===== src/rtl/centroid_updater.sv =====
// k-means centroid update: per-core point accumulation, then a sequential
// pass that divides each enabled core's sums by its count.

module centroid_acc #(
    parameter int COORD_W = 10,
    parameter int COUNT_W = 12,
    parameter int SUM_W   = COORD_W + COUNT_W
) (
    input  logic               clk,
    input  logic               rst,
    input  logic               clr,
    input  logic               inc,
    input  logic [COORD_W-1:0] pt_x,
    input  logic [COORD_W-1:0] pt_y,
    output logic [SUM_W-1:0]   sum_x,
    output logic [SUM_W-1:0]   sum_y,
    output logic [COUNT_W-1:0] count
);

    always_ff @(posedge clk) begin
        if (rst || clr) begin
            sum_x <= '0;
            sum_y <= '0;
            count <= '0;
        end else if (inc) begin
            sum_x <= sum_x + SUM_W'(pt_x);
            sum_y <= sum_y + SUM_W'(pt_y);
            count <= count + COUNT_W'(1);
        end
    end

endmodule

module centroid_updater #(
    parameter int NCORE   = 16,
    parameter int COORD_W = 10,
    parameter int COUNT_W = 12,
    parameter int SUM_W   = COORD_W + COUNT_W
) (
    input  logic               clk,
    input  logic               rst,
    input  logic               pt_valid,
    output logic               pt_ready,
    input  logic [COORD_W-1:0] pt_x,
    input  logic [COORD_W-1:0] pt_y,
    input  logic [NCORE-1:0]   closest_core,
    input  logic [NCORE-1:0]   en,
    input  logic               update_start,
    output logic               busy,
    output logic               cent_valid,
    output logic [3:0]         cent_idx,
    output logic [COORD_W-1:0] cent_x,
    output logic [COORD_W-1:0] cent_y,
    output logic               done,
    output logic               sel_err,
    output logic               overflow
);

    localparam int IDX_W  = $clog2(NCORE);
    localparam int STEP_W = $clog2(SUM_W + 1);

    typedef enum logic {ACCUM, DIVIDE} state_t;

    state_t state_q, state_d;

    logic [NCORE-1:0][SUM_W-1:0]   sum_x, sum_y;
    logic [NCORE-1:0][COUNT_W-1:0] count;
    logic [NCORE-1:0]              inc;

    logic [IDX_W-1:0]   sel_k, cur;
    logic               sel_any, sat, acc_ok;
    logic [STEP_W-1:0]  step;
    logic               slot_active, slot_end, last;

    logic [SUM_W-1:0]   dx, dy, src_x, src_y;
    logic [COUNT_W-1:0] rx, ry, src_rx, src_ry;
    logic [COUNT_W+SUM_W-1:0] nx, ny;

    // One restoring-division iteration: shift the dividend MSB into the
    // remainder and the quotient bit into the dividend's LSB.
    function automatic logic [COUNT_W+SUM_W-1:0] div_step(
        input logic [COUNT_W-1:0] r,
        input logic [SUM_W-1:0]   d,
        input logic [COUNT_W-1:0] dv
    );
        logic [COUNT_W:0] t;
        logic             q;
        t = {r, d[SUM_W-1]};
        q = 1'b0;
        if (t >= {1'b0, dv}) begin
            t = t - {1'b0, dv};
            q = 1'b1;
        end
        return {t[COUNT_W-1:0], d[SUM_W-2:0], q};
    endfunction

    // Lowest set bit of closest_core wins.
    always_comb begin
        sel_k = '0;
        for (int i = NCORE - 1; i >= 0; i--) begin
            if (closest_core[i]) sel_k = IDX_W'(i);
        end
    end

    assign sel_any = |closest_core;
    assign sat     = &count[sel_k];
    assign acc_ok  = (state_q == ACCUM) && pt_valid && sel_any && !sat;

    genvar g;
    generate
        for (g = 0; g < NCORE; g++) begin : g_core
            assign inc[g] = acc_ok && (sel_k == IDX_W'(g));
            centroid_acc #(
                .COORD_W(COORD_W),
                .COUNT_W(COUNT_W),
                .SUM_W  (SUM_W)
            ) u_acc (
                .clk  (clk),
                .rst  (rst),
                .clr  (last),
                .inc  (inc[g]),
                .pt_x (pt_x),
                .pt_y (pt_y),
                .sum_x(sum_x[g]),
                .sum_y(sum_y[g]),
                .count(count[g])
            );
        end
    endgenerate

    // Step 0 feeds the first iteration straight from the core's sums so the
    // quotient lands after step SUM_W-1 and cent_valid fills the last slot cycle.
    always_comb begin
        src_x  = (step == '0) ? sum_x[cur] : dx;
        src_y  = (step == '0) ? sum_y[cur] : dy;
        src_rx = (step == '0) ? '0 : rx;
        src_ry = (step == '0) ? '0 : ry;
        nx     = div_step(src_rx, src_x, count[cur]);
        ny     = div_step(src_ry, src_y, count[cur]);
    end

    always_comb begin
        state_d     = state_q;
        slot_active = en[cur] && (count[cur] != '0);
        slot_end    = ((step == '0) && !slot_active) || (step == STEP_W'(SUM_W));
        last        = (state_q == DIVIDE) && slot_end && (cur == IDX_W'(NCORE - 1));
        case (state_q)
            ACCUM:   if (update_start) state_d = DIVIDE;
            DIVIDE:  if (last)         state_d = ACCUM;
            default: state_d = ACCUM;
        endcase
    end

    always_ff @(posedge clk) begin
        if (rst) state_q <= ACCUM;
        else     state_q <= state_d;
    end

    assign pt_ready = (state_q == ACCUM);
    assign busy     = (state_q == DIVIDE);

    always_ff @(posedge clk) begin
        if (rst) begin
            step       <= '0;
            cur        <= '0;
            dx         <= '0;
            dy         <= '0;
            rx         <= '0;
            ry         <= '0;
            cent_valid <= 1'b0;
            cent_idx   <= '0;
            cent_x     <= '0;
            cent_y     <= '0;
            done       <= 1'b0;
            sel_err    <= 1'b0;
            overflow   <= 1'b0;
        end else begin
            cent_valid <= 1'b0;
            done       <= last;
            if (state_q == ACCUM) begin
                if (pt_valid && !sel_any)  sel_err  <= 1'b1;
                else if (pt_valid && sat)  overflow <= 1'b1;
                if (update_start) begin
                    cur  <= '0;
                    step <= '0;
                end
            end else if (slot_end) begin
                step <= '0;
                cur  <= cur + IDX_W'(1);
            end else begin
                {rx, dx} <= nx;
                {ry, dy} <= ny;
                step     <= step + STEP_W'(1);
                if (step == STEP_W'(SUM_W - 1)) begin
                    cent_valid <= 1'b1;
                    cent_idx   <= 4'(cur);
                    cent_x     <= nx[COORD_W-1:0];
                    cent_y     <= ny[COORD_W-1:0];
                end
            end
        end
    end

endmodule

===== config.mk =====
export PLATFORM = sky130hd
export DESIGN_NAME = centroid_updater
export DESIGN_NICKNAME = d
export VERILOG_FILES = /design/src/rtl/centroid_updater.sv
export SDC_FILE = /design/constraint.sdc
export NUM_CORES = 2
export LEC_CHECK = 0
export CELL_PAD_IN_SITES_DETAIL_PLACEMENT = 0
export CELL_PAD_IN_SITES_GLOBAL_PLACEMENT = 1
export CORE_MARGIN = 4
export CORE_UTILIZATION = 51
export CTS_BUF_LIST = sky130_fd_sc_hd__clkbuf_8
export CTS_CLUSTER_DIAMETER = 50
export DETAILED_ROUTE_END_ITERATION = 10
export GPL_TIMING_DRIVEN = 0
export PLACE_DENSITY = 0.8
export SYNTH_ARGS = -nofsm -noshare
export SYNTH_HDL_FRONTEND = slang
export SYNTH_SLANG_ARGS = --single-unit

===== constraint.sdc =====
create_clock -name clk -period 5.65 [get_ports clk]
set_clock_uncertainty 0.2 [all_clocks]
set_input_delay 0.8475 -clock clk [delete_from_list [all_inputs] [get_ports clk]]
set_output_delay 0.8475 -clock clk [all_outputs]
set_load 0.05 [all_outputs]

==> flow_metrics.py <==
metrics = {
    "routing": {
        "drc": 0,
        "vias": 60400,
        "antenna_left": 0,
        "wl_per_cell_um": 28.6,
        "wl_um": 270000,
        "viasPerCell": 6.41,
        "drt_iter0_drc": 7163,
        "drt_first_pass_iters": 6,
    },
    "layout": {
        "area_growth_pct": 12.2,
        "layout.cells.non_filler": 9429,
        "design_area_sq_um": 70000,
        "nets": 8100,
        "layout-drive-gt1-share_pct": 10.1,
    },
    "setup_path": {
        "crit_type": "in2reg",
        "worst_setup_path_end_kind": "flop",
        "arrival_ps": 6400,
        "path_cells": "clkdlybuf4s50_1 -> nor4_4 -> nand2_2 -> or2_0 -> buf_2 -> a311oi_1 -> o21ai_1 -> nand2_1 -> a2111oi_4 -> and2_1 -> buf_6 -> buf_2 -> nor3_4 -> clkbuf_1 -> nand2_1 -> a21oi_1",
        "start_kind": "input pin",
        "worstPathRequired_ps": 6320,
        "slowest_stage": "nor3_4",
        "crit_fanout": 10,
        "max_stage_delay_ps": 730,
    },
    "place": {
        "placement.io_buffers": 84,
        "dpl_cell_area_sq_um": 65500,
        "dp_hpwl_um": 208000,
        "dp_cells": 9075,
        "gp_congestion": 1.03,
    },
    "synthesis": {
        "synth-edff-count": 0,
        "ys_warn_count": 0,
        "syn_area_sq_um": 62400,
        "synth_area_per_cell_sq_um": 8.49,
        "synth-seq-area-share_pct": 32.1,
        "syn_nets": 7808,
        "synth_ff_type": "dfxtp_1",
        "synth_cell_types": 87,
        "async_flop_share_pct": 0,
        "synth-seq-cells": 1002,
        "synthCells": 7353,
    },
    "sta": {
        "fin_ws_ps": -88.2,
        "final-hold-violation-count": 0,
        "timing.slew.headroom_pct": 5.48,
        "slew_violations": 0,
        "setup_viol": 11,
        "tns_ps": -579,
        "hold_slack_ps": 261,
        "rsz0062_at_grt": "no",
        "fin_crit_sh_pct": 102,
        "fmaxAchievable_mhz": 174,
        "period_minus_slack_ps": 5740,
        "tightest_slew_ps": 1420,
    },
    "power_and_ir_drop": {
        "p_per_area_nw_per_um2": 235,
        "vdd_ir_drop_max_mv": 0.275,
        "leakage_nw": 26.1,
    },
    "floorplanning": {
        "die_y_um": 358,
        "coreArea_sq_um": 122000,
        "rows": 128,
        "die_area_sq_um": 128000,
        "ios": 86,
        "die_w_um": 358,
        "start_util_pct": 51.3,
    },
    "global_routing": {
        "grt_max_degree": 20,
        "track_usage_pct": 41.0,
        "grt_pass1_vias": 56600,
        "grt_pass1_wl_um": 383000,
        "antenna_found_initial": 24,
        "grt_overflow": 0,
    },
    "cts": {
        "clk_pin_slew_ps": 60,
        "cts_tree": "done",
        "clock-root-buffer": "clkbuf_8",
        "clock-sinks": 1002,
        "cts_htree_levels": 4,
        "clock_latency_ps": 950,
        "postCtsHoldBufs": 0,
        "clockBufferDepth": 3,
        "cts_made_buffers": 189,
    },
    "run_status": {
        "outcome": "complete, but fails checks",
        "violations": "setup timing",
    },
    "flow_run": {
        "maxCapViolCount": 0,
    },
    "worst_hold_path": {
        "hold_class": "reg2reg",
    },
}
## cells in the final DEF, fill, tap and decap left out, types with 37 or more instances in the layout
cell type,count
nand3_1,204
and2_1,55
clkbuf_1,162
o21bai_1,47
buf_2,141
and3_1,115
dfxtp_1,1002
a21o_1,169
inv_1,253
o21ai_0,198
nor3_1,142
mux4_2,190
buf_1,37
a21oi_1,628
clkbuf_8,243
or3_1,85
ha_1,365
nand2_1,1024
a211oi_1,59
o31ai_1,61
mux2i_1,198
o221ai_1,55
xnor2_1,317
nand2b_1,50
clkdlybuf4s50_1,82
nor4_1,64
nor2_1,649
or4_1,76
nand4_1,250
xor2_1,331
## cell usage after synthesis (all sizes together) (59+ instances only)
| master | n | area share [%] |
|---|---|---|
| o221ai | 59 | 0.83 |
| dfxtp | 1002 | 32 |
| xnor2 | 317 | 4.4 |
| a21oi | 632 | 5.1 |
| or4 | 78 | 0.95 |
| o21ai | 207 | 1.7 |
| o31ai | 61 | 0.73 |
| nand2 | 1026 | 6.2 |
| a21o | 169 | 2.0 |
| and3 | 115 | 1.2 |
| nand3 | 207 | 1.7 |
| a211oi | 69 | 0.89 |
| ha | 365 | 7.3 |
| clkbuf | 196 | 1.2 |
| buf | 211 | 1.7 |
| nand4 | 250 | 2.5 |
| nor3 | 154 | 1.3 |
| nor2 | 651 | 3.9 |
| nor4 | 67 | 0.73 |
| or3 | 85 | 0.85 |
| xor2 | 331 | 4.6 |
| mux2i | 199 | 3.2 |
| inv | 198 | 1.2 |
| mux4 | 190 | 6.9 |
## metrics by stage
step | power [mW] | worst slack, ps | util, %
after floorplan | 8.28 | 470 | -
after global placement | 8.93 | -3130 | 53.7
after detailed placement | 8.96 | -3150 | 53.8
after CTS | 16.4 | -9.45 | 57.4
after global routing | 16.9 | 5.64 | 57.5
final | 16.5 | -88.2 | 57.5
## flip-flops by register name, indices dropped and copies added, names as in the netlist, 4 cells and up
signal and count:
g_core.u_acc.sum_x 352, dx 22, cent_y 10, ry 12
g_core.u_acc.sum_y 352, dy 22, rx 12, cent_idx 4
cent_x 10, cur 4, g_core.u_acc.count 192, step 5
## worst paths after layout
| kind | startpoint | to | slack (ps) | depth (start not counted) |
|---|---|---|---|---|
| max | closest_core[5] | g_core[0].u_acc.sum_y[3] | -90 | 16 |
| min reg2reg | cent_idx[2] | cent_idx[2] | 260 | 2 |
| min | cent_idx[2] | cent_idx[2] | 260 | 2 |
| max reg2reg | cur[0] | g_core[8].u_acc.count[4] | 50 | 14 |
## final cells by class
type	instances	area, sq um
flip-flops and latches	1002	20100
clock buffers	241	3320
multi-input cells	5746	40200
diodes	12	30.0
clock inverters	97	622
inverters	198	743
fillers	11300	51700
plain buffers	405	1990
repair buffers	103	1020
well taps	1625	2030
## report_power, final
group          total [mW]  internal [mW]  switching [mW]
Sequential           7.15           7.11          0.0392
Combinational        1.74          0.550            1.19
Clock                7.57           4.10            3.47
Total                16.5           11.8            4.70
## metal layers
layer / GRT usage [%] / vias up / share of wire, %
li1: - / 27100 / -
met1: 51.3 / 29400 / 39
met2: 63.2 / 3171 / 44
met3: 10.7 / 758 / 11
met4: 25.3 / 8 / 6.9
met5: 0 / - / 0.020
## timing repair
| action | 4_1_cts | 5_1_grt |
|---|---|---|
| setup buffers | 2 | 4 |
| pin swaps | 3 | 5 |
| resized for setup | 115 | 76 |
| gates cloned | 0 | 0 |
| endpoints found under the setup margin | 977 | 796 |
## kinds of logic (layout without fill, tap and decap cells)
logic type,count (synthesis),in the layout,share of synthesized area [%]
DFF,1002,1002,32.1
xor gates and xnor gates,648,648,9.09
AOI/OAI and AO/OA,1444,1444,14.4
muxes,391,391,10.1
adders and majority gates,399,399,8.40
and+or+nand+nor,2864,2864,21.9
buffers and inverters,605,1044,4.03
other,0,12,0
## worst max-delay path, delay by kind of cell
kind	cells	cell delay, ps
compound gates	4	1160
buf+inv	5	1930
simple gates	7	2410
No activity file was read; power rests on OpenSTA's default activity.
